<file path="src/rtl/sr_latch_bank_sequencer.sv">
// Round-robin sequencer sharing one bank of SR latch cells among several requesters.
// Each granted request sets or clears one cell. The code is held for PULSE_CYC cycles,
// then one all-hold settle cycle follows. The cell's q is then compared with the requested
// value, and the requester gets an ack (match) or a nack (mismatch).
//
// Ports:
//   clk, rst        clock; asynchronous active-high reset
//   req             per-requester request level, held until ack/nack
//   req_op          per-requester op (1=set, 0=clear), sampled at grant
//   req_idx         per-requester cell index, IDXW bits each, sampled at grant
//   ack, nack       one-cycle completion / failure pulse to the granted requester
//   lat_s, lat_r    s/r lines to the latch cells (11 = hold, 10 = set, 01 = clear)
//   lat_q           q from the latch cells
//   busy            high whenever the sequencer is not idle
//   grant_id        current or most recent grant
//   err_cnt         saturating count of nack events
`timescale 1ns/1ps
module sr_latch_bank_sequencer #(
  parameter int unsigned NREQ      = 4,
  parameter int unsigned NBITS     = 8,
  parameter int unsigned IDXW      = (NBITS > 1) ? $clog2(NBITS) : 1,
  parameter int unsigned PULSE_CYC = 2,
  localparam int unsigned GW       = (NREQ > 1) ? $clog2(NREQ) : 1
) (
  input  logic                 clk,
  input  logic                 rst,
  input  logic [NREQ-1:0]      req,
  input  logic [NREQ-1:0]      req_op,
  input  logic [NREQ*IDXW-1:0] req_idx,
  output logic [NREQ-1:0]      ack,
  output logic [NREQ-1:0]      nack,
  output logic [NBITS-1:0]     lat_s,
  output logic [NBITS-1:0]     lat_r,
  input  logic [NBITS-1:0]     lat_q,
  output logic                 busy,
  output logic [GW-1:0]        grant_id,
  output logic [7:0]           err_cnt
);

  typedef enum logic [1:0] {StIdle, StDrive, StSettle, StCheck} state_e;

  state_e            state_q;
  logic [GW-1:0]     ptr_q;
  logic              op_q;
  logic [IDXW-1:0]   idx_q;
  logic [3:0]        cnt_q;

  logic              found;
  logic [GW-1:0]     sel_id;
  logic              sel_op;
  logic [IDXW-1:0]   sel_idx;
  logic              sel_in_range;
  logic [NBITS-1:0]  sel_mask;
  logic [NBITS-1:0]  cur_mask;
  logic [NREQ-1:0]   sel_oh;
  logic [NREQ-1:0]   gnt_oh;
  logic              q_sel;

  function automatic logic [GW-1:0] ptr_next(input logic [GW-1:0] id);
    return (32'(id) == NREQ - 1) ? '0 : id + GW'(1);
  endfunction

  // Round-robin pick: first pass takes requesters at or above the pointer,
  // second pass wraps around to the lower ones.
  always_comb begin
    found   = 1'b0;
    sel_id  = '0;
    sel_op  = 1'b0;
    sel_idx = '0;
    for (int k = 0; k < int'(NREQ); k++) begin
      if (!found && req[k] && (GW'(k) >= ptr_q)) begin
        found   = 1'b1;
        sel_id  = GW'(k);
        sel_op  = req_op[k];
        sel_idx = req_idx[k*IDXW +: IDXW];
      end
    end
    for (int k = 0; k < int'(NREQ); k++) begin
      if (!found && req[k]) begin
        found   = 1'b1;
        sel_id  = GW'(k);
        sel_op  = req_op[k];
        sel_idx = req_idx[k*IDXW +: IDXW];
      end
    end
  end

  always_comb begin
    sel_in_range = (32'(sel_idx) < NBITS);
    sel_mask     = '0;
    cur_mask     = '0;
    for (int k = 0; k < int'(NBITS); k++) begin
      sel_mask[k] = (sel_idx == IDXW'(k));
      cur_mask[k] = (idx_q == IDXW'(k));
    end
    sel_oh = '0;
    gnt_oh = '0;
    for (int k = 0; k < int'(NREQ); k++) begin
      sel_oh[k] = (sel_id == GW'(k));
      gnt_oh[k] = (grant_id == GW'(k));
    end
    q_sel = |(lat_q & cur_mask);
  end

  assign busy = (state_q != StIdle);

  // lat_s/lat_r are registers that reset to all ones, so a 00 code cannot appear.
  // Only the addressed bit ever leaves the hold code, and only one of its two lines drops.
  always_ff @(posedge clk or posedge rst) begin
    if (rst) begin
      state_q  <= StIdle;
      ptr_q    <= '0;
      op_q     <= 1'b0;
      idx_q    <= '0;
      cnt_q    <= '0;
      lat_s    <= '1;
      lat_r    <= '1;
      ack      <= '0;
      nack     <= '0;
      grant_id <= '0;
      err_cnt  <= '0;
    end else begin
      ack  <= '0;
      nack <= '0;
      unique case (state_q)
        StIdle: begin
          if (found) begin
            grant_id <= sel_id;
            op_q     <= sel_op;
            idx_q    <= sel_idx;
            cnt_q    <= 4'(PULSE_CYC);
            if (sel_in_range) begin
              state_q <= StDrive;
              lat_s   <= sel_op ? '1 : ~sel_mask;
              lat_r   <= sel_op ? ~sel_mask : '1;
            end else begin
              // Bad index: refuse without touching the bank.
              nack  <= sel_oh;
              ptr_q <= ptr_next(sel_id);
              if (err_cnt != 8'hFF) err_cnt <= err_cnt + 8'd1;
            end
          end
        end
        StDrive: begin
          if (cnt_q == 4'd1) begin
            state_q <= StSettle;
            lat_s   <= '1;
            lat_r   <= '1;
          end else begin
            cnt_q <= cnt_q - 4'd1;
          end
        end
        StSettle: state_q <= StCheck;
        StCheck: begin
          if (q_sel == op_q) begin
            ack <= gnt_oh;
          end else begin
            nack <= gnt_oh;
            if (err_cnt != 8'hFF) err_cnt <= err_cnt + 8'd1;
          end
          ptr_q   <= ptr_next(grant_id);
          state_q <= StIdle;
        end
        default: state_q <= StIdle;
      endcase
    end
  end

endmodule
</file>
<file path="config.mk">
export PLATFORM = sky130hd
export DESIGN_NAME = sr_latch_bank_sequencer
export DESIGN_NICKNAME = d
export VERILOG_FILES = /design/src/rtl/sr_latch_bank_sequencer.sv
export SDC_FILE = /design/constraint.sdc
export NUM_CORES = 1
export LEC_CHECK = 0
export BUFFER_PORTS_ARGS = -buffer_cell sky130_fd_sc_hd__buf_4
export CAP_MARGIN = 30
export CELL_PAD_IN_SITES_DETAIL_PLACEMENT = 1
export CELL_PAD_IN_SITES_GLOBAL_PLACEMENT = 1
export CORE_ASPECT_RATIO = 0.75
export CORE_MARGIN = 2
export CORE_UTILIZATION = 40
export DETAILED_ROUTE_END_ITERATION = 8
export PLACE_DENSITY_LB_ADDON = 0.1
export SYNTH_ARGS = -nofsm -noshare
export SYNTH_HDL_FRONTEND = slang
export SYNTH_SLANG_ARGS = --single-unit
</file>
<file path="constraint.sdc">
create_clock -name clk -period 2.4 [get_ports clk]
set_input_delay 0.12 -clock clk [delete_from_list [all_inputs] [get_ports clk]]
set_output_delay 0.12 -clock clk [all_outputs]
set_load 0.005 [all_outputs]
</file>
==> summary.md, run 1 <==
| Metric | Value |
|---|---|
| Fraction of layout instances using a drive strength above 1 | roughly a third |
| Area after DPL | 3163 µm² |
| Vias/cell | 5.407 |
| Post-synth EDFFs | 0 |
| Pwr/cell area | between 1000 and 1500 nW/µm² |
| Yosys cell types | 55 |
| Endpoints failing hold | 0 |
| Placement Rows | 25 |
| Post-DP HPWL | 5.231 mm |
| Worst Path Max Fanout | 8 |
| Critical path, cell by cell | or3b_1 > a311oi_4 > a221oi_1 > nor2_2 > nor4_4 > buf_4 > a41oi_1 |
| Die Ht | between 70 and 80 µm |
| DRC | 0 |
| R2R Setup Slk | 210 ps |
| Ys Warns | 0 |
| CTS H-tree lvls | 2 |
| Period minus WS final | 2192 ps |
| Critical path data required time | 2620 ps |
| Root Driver | clkbuf_8 |
| WHS Endpoint | grant_id[0] |
| Post-synth design cell area | 2574 µm² |
| Worst setup path class | flip-flop to flip-flop |
| Pleak | 1.479 nW |
| Fin Setup TNS | 0 ps |
| Mapped Nets | ~300 |
| Syn Area/Cell | 10.05 µm² |
| CTS tree | yes |
| Worst slew pin tran | 588.2 ps |
| Max Cap Violations | 0 |
| Routed wire per std cell | 16.80 µm |
| Via count | 2,217 |
| Type of the most critical hold path | input pin to flip-flop |
| Crit-path slowest cell | dfrtp_2 |
| Ant. Diodes | 0 |
| Number of global-route vias before repair | 2,223 |
| Clock-pin transition on the worst setup and hold timing paths | 90 ps |
| Worst R2R Start | ptr_q[0] |
| Die area | approximately 7000 µm² |
| GPL Wtd Cong | 0.8658 |
| First-pass GRT wire length | 11.44 mm |
| GRT Total Usage | 20.12% |
| Largest net degree at the start of global routing | 47 |
| Critical Path End Type | flip-flop |
| Fmax | 456.2 MHz |
| Synthesized flop and latch total | 46 |
| Starting Density | 41.14% |
| DR iter-0 viols | 83 |
| Final Skew | between 8 and 9 ps |
| Port buffer count | 64 |
| Worst hold start | req[3] |
| Reg2reg end | lat_s[7] |
| Top_reg_cell synth | dfrtp_1 |
| Setup violators final | 0 |
| Register area share after synthesis | 45.50% |
| Longest Clk Path Bufs | 2 |
| NumNets Final | 369 |
| Final Max Slew Viols | 0 |
| Die width | 96.63 µm |
| Antenna viol nets, final | 0 |
| Slew HR | 60.79% |
| Syn Inst Count | 256 |
| Synth area leaders | dfrtp_1 (29%), dfstp_2 (16%), a41oi_1 (5.4%), ha_1 (5.3%), nor2_1 (4.8%) |
| Post-Place Cells | 400 |
| Worst EP arrival | 2410 ps |
| Hold WS | 214.9 ps |
| Core Area | 6256 µm² |
| Initial antenna violation count | 0 |
| Synth-to-layout area growth | 28.59% |
| Commonest non-fill, non-tap cells in the layout | buf_4 (72), nor2_1 (33), dfrtp_1 (29) |
| Ports | 65 |
| Reg2reg path depth | 7 |
| Most common cell after layout, fill and taps aside | buf_4 |
| Drt total wl | a little under 7 mm |
| Worst vdd ir | 556.4 µV |
| DRT Pass-1 Iters | 4 |
| Async SR Flop Fraction | 100.0% |
| RSZ-0062 raised after global routing | no |
| Grt ovf | 0 |
| TritonCTS Sinks | between 40 and 50 |
| Status | completed |
| Fill cells | ~730 |
| Total power | 3.781 mW |
| Post-synth top area share | about 30% |
| TritonCTS Buffers | 5 |
| Largest area contributor in the netlist | dfrtp_1 |
| Post-Layout Cell Count | 410 |
| Post-Layout Inst Area | roughly 3300 µm² |
| Nature of the critical path startpoint | flip-flop |
| Worst hold path stage count | 3 |
| Max incr delay on CP | 450 ps |
| Clk_lat worst skew | 300 ps |
| Period utilisation layout | 91.33% |
[per-stage QoR]
| step | utilization, % | setup slack (ps) |
|---|---|---|
| final | 52.90 | 208.0 |
| after global routing | 52.90 | 13.27 |
| after CTS | 52.48 | 121.8 |
| after detailed placement | 50.56 | 150.8 |
| after global placement | 50.56 | 191.1 |
| after floorplan | - | 403.7 |
[how the worst max path moves through the flow]
stage | startpoint | to | slack [ps] | depth (start not counted)
after detailed placement | ptr_q[0] | lat_s[1] | 150 | 6
after CTS | ptr_q[0] | lat_s[1] | 120 | 6
after floorplan | idx_q[0] | err_cnt[5] | 400 | 6
final | ptr_q[0] | lat_s[7] | 210 | 7
after global routing | ptr_q[1] | lat_s[5] | 10 | 5
after global placement | ptr_q[0] | lat_s[1] | 190 | 6
[logic make-up (layout without fill, tap and decap cells)]
kind of cell,after synthesis,after routing,synth area share (%)
xor+xnor,9,9,3.062
simple gates,102,102,20.18
fa+ha+maj,11,11,5.348
flops,46,46,45.50
compound gates,62,62,19.11
buf+inv,21,94,3.646
mux,5,5,3.160
[worst max-delay path: cells and delay by family, from the launching register on]
kind | cells | cell delay (ps)
compound gates | 3 | 770
simple gates | 3 | 710
flops | 1 | 450
buf+inv | 1 | 180
[synth_stat cells (5+ instances only)]
master and instances:
nand2b_1 7, o21ai_0 9, nor3_1 5, nand3_1 12, ha_1 11, and2_1 5
dfstp_2 16, dfrtp_1 30, xor2_1 5, inv_1 13, a41oi_1 16, nand2_1 22
nor2_1 33, a21oi_1 9, clkbuf_1 5, and3_1 5
[cell type report]
cell class / instances / area, µm² / share of cell area, %
multi-input cells: 189 / 1326 / 40.08
flip-flops and latches: 46 / 1172 / 35.43
repair buffers: 73 / 550.5 / 16.64
well taps: 81 / 101.3 / 3.062
clock buffers: 6 / 72.57 / 2.193
inverters: 13 / 48.80 / 1.474
clock inverters: 2 / 37.54 / 1.134
[power by group]
| part | internal [mW] | leakage, nW | switching [mW] |
|---|---|---|---|
| sequential | 1.08 | 0.544 | 0.235 |
| combinational | 0.829 | 0.883 | 1.05 |
| clock | 0.311 | 0.0514 | 0.278 |
[registers in the layout, indices dropped and copies added (netlist names)]
signal and count:
err_cnt 8, lat_r 8, lat_s 8, ack 4, cnt_q 4, nack 4
idx_q 3, grant_id 2, ptr_q 2, state_q 2, op_q 1
[per-layer routing]
metal  up-vias  GRT usage, %  wire [µm]
met5         -             0          0
met4         0         5.164         68
met3         5         3.616        265
met2        57         29.63       2914
met1      1084         30.64       3638
li1       1071             -          -
[timing repair]
action | in CTS | in global routing
buffers inserted | 0 | 1
gates resized for setup | 0 | 5
hold buffers | 1 | 0
setup endpoints to repair | 0 | 13
endpoints found under the hold margin | 30 | 0
Note: power is estimated with default switching activity, not from simulation.
==> inputs of run 2 (changes only) <==
--- a/config.mk
+++ b/config.mk
@@ -5,7 +5,7 @@
 export SDC_FILE = /design/constraint.sdc
 export NUM_CORES = 1
 export LEC_CHECK = 0
-export BUFFER_PORTS_ARGS = -buffer_cell sky130_fd_sc_hd__buf_4
+export BUFFER_PORTS_ARGS = -buffer_cell sky130_fd_sc_hd__buf_2
 export CAP_MARGIN = 30
 export CELL_PAD_IN_SITES_DETAIL_PLACEMENT = 1
 export CELL_PAD_IN_SITES_GLOBAL_PLACEMENT = 1
@@ -14,6 +14,7 @@
 export CORE_UTILIZATION = 40
 export DETAILED_ROUTE_END_ITERATION = 8
 export PLACE_DENSITY_LB_ADDON = 0.1
+export SKIP_LAST_GASP = 1
 export SYNTH_ARGS = -nofsm -noshare
 export SYNTH_HDL_FRONTEND = slang
 export SYNTH_SLANG_ARGS = --single-unit
==> run 2 against run 1 <==
Compared with the run above: wire length increased by 0.15%; flip-flop and latch count unchanged; sequential power about the same; hold slack gained 71 ps; clock-buffer cell count unchanged; die area is the same; clock power about the same; cell area decreased by 5.0%; clock skew is 3.0 ps higher; global-route usage up 0.81 points; core utilization is 2.7 points lower.
==> summary.md, run 2 (same netlist as run 1, synthesis figures left out) <==
| Metric | Value |
|---|---|
| Pwr/cell area | 1169 nW/µm² |
| NumNets Final | 370 |
| Worst Path Max Fanout | 9 |
| DR iter-0 viols | 70 |
| Ant. Diodes | 0 |
| Worst EP arrival | 2420 ps |
| Area after DPL | 3018 µm² |
| Area of the multi-input gates | 1314 µm² |
| Fill cells | 740 |
| Post-DP HPWL | around 5.3 mm |
| Post-Layout Inst Area | around 3100 µm² |
| Setup Slack @ Placement | 185.9 ps |
| Worst hold start | req[3] |
| Fmax | 451.9 MHz |
| Clk_lat worst skew | ~300 ps |
| Fraction of layout instances using a drive strength above 1 | 33.94% |
| Antenna viol nets, final | 0 |
| Drt total wl | 6.897 mm |
| First-pass GRT wire length | 11.85 mm |
| Synth-to-layout area growth | 22.12% |
| Fin Setup TNS | 0 ps |
| Starting Density | 41.14% |
| Largest regs | err_cnt x8, lat_r x8, lat_s x8 |
| Port buffer count | 64 |
| Number of global-route vias before repair | 2,250 |
| Root Driver | clkbuf_8 |
| DRT Pass-1 Iters | 4 |
| Total power | 3.674 mW |
| Final Skew | 11.08 ps |
| CTS H-tree lvls | 2 |
| Endpoints failing hold | 0 |
| GPL Wtd Cong | 0.8964 |
| Worst Setup Slack, final | between 150 and 200 ps |
| Worst Setup SP | ptr_q[1] |
| Core Area | 6256 µm² |
| Worst slew pin tran | 590.2 ps |
| Setup violators final | 0 |
| Longest Clk Path Bufs | 2 |
| Worst vdd ir | approximately 320 µV |
| Grt ovf | 0 |
| Storage cell area | 1171 µm² |
| GRT Total Usage | 20.92% |
| Placement Rows | 25 |
| Die Ht | 73.47 µm |
| Most common cell after layout, fill and taps aside | buf_2 |
| R2R Setup Slk | 190 ps |
| Max Cap Violations | 0 |
| Type of the most critical hold path | input pin to flip-flop |
| Slew HR | between 60% and 70% |
| Commonest non-fill, non-tap cells in the layout | buf_2 (64), nor2_1 (33), dfrtp_1 (30) |
| Setup bufs post-CTS | 0 |
| Clock-pin transition on the worst setup and hold timing paths | around 100 ps |
| Routed wire per std cell | 16.78 µm |
| Critical Path End Type | flip-flop |
| Die area | just over 7000 µm² |
| Die width | 96.63 µm |
| TritonCTS Buffers | 5 |
| Initial antenna violation count | 0 |
| Period utilisation layout | 92.20% |
| Largest net degree at the start of global routing | 30 |
| DRC | 0 |
| Worst R2R Start | ptr_q[1] |
| Worst setup path class | flip-flop to flip-flop |
| Period minus WS final | approximately 2200 ps |
| Ports | 65 |
| Hold WS | roughly 290 ps |
| CTS tree | yes |
| Final Max Slew Viols | 0 |
| Nature of the critical path startpoint | flip-flop |
| Pleak | 1.422 nW |
| Critical path data required time | 2610 ps |
| Status | completed |
| TritonCTS Sinks | 46 |
| Vias/cell | 5.392 |
| Via count | approximately 2,200 |
run 2: timing repair:
item | in CTS | in global routing
hold buffers | 1 | 0
setup endpoints to repair | 0 | 18
gates resized for setup | 0 | 3
hold endpoints to repair | 16 | 0
run 2: path summary, 6_finish.rpt:
check	depth (start not counted)	to
min reg2reg	2	lat_r[6]
min	3	grant_id[0]
max in group asynchronous	4	lat_r[3]
min in group asynchronous	3	idx_q[0]
max reg2reg	6	lat_r[3]
max	6	lat_r[3]
run 2: per-layer routing:
layer,global-route usage (%),part of all wire (%)
met5,0,0
met1,30.72,51
met4,4.225,0.67
met3,3.901,5.1
met2,32.72,43
run 2: cell type report:
type,count,share of cell area [%]
inverter,13,1.553
clock inverter,2,1.194
sequential,46,37.26
multi-input combinational,189,41.80
tap,81,3.225
clock buffer,6,2.309
timing repair buffer,74,12.66
run 2: power breakdown:
part	leakage, nW	internal [mW]	switching, mW
clock network	0.0514	0.311	0.277
logic	0.825	0.729	1.06
registers	0.546	1.08	0.221
run 2: critical path: stages (launching register included):
cell and delay (ps):
dfrtp_1 480, nand2b_1 220, a21oi_1 370, or2_2 240
a31oi_1 140, a211o_1 420, a41oi_1 250
run 2: stage by stage:
step	util [%]	std cells
4_1_cts	50.16	411
6_report	50.24	411
3_3_place_gp	48.24	402
3_5_place_dp	48.24	402
5_1_grt	50.24	411
2_1_floorplan	-	256
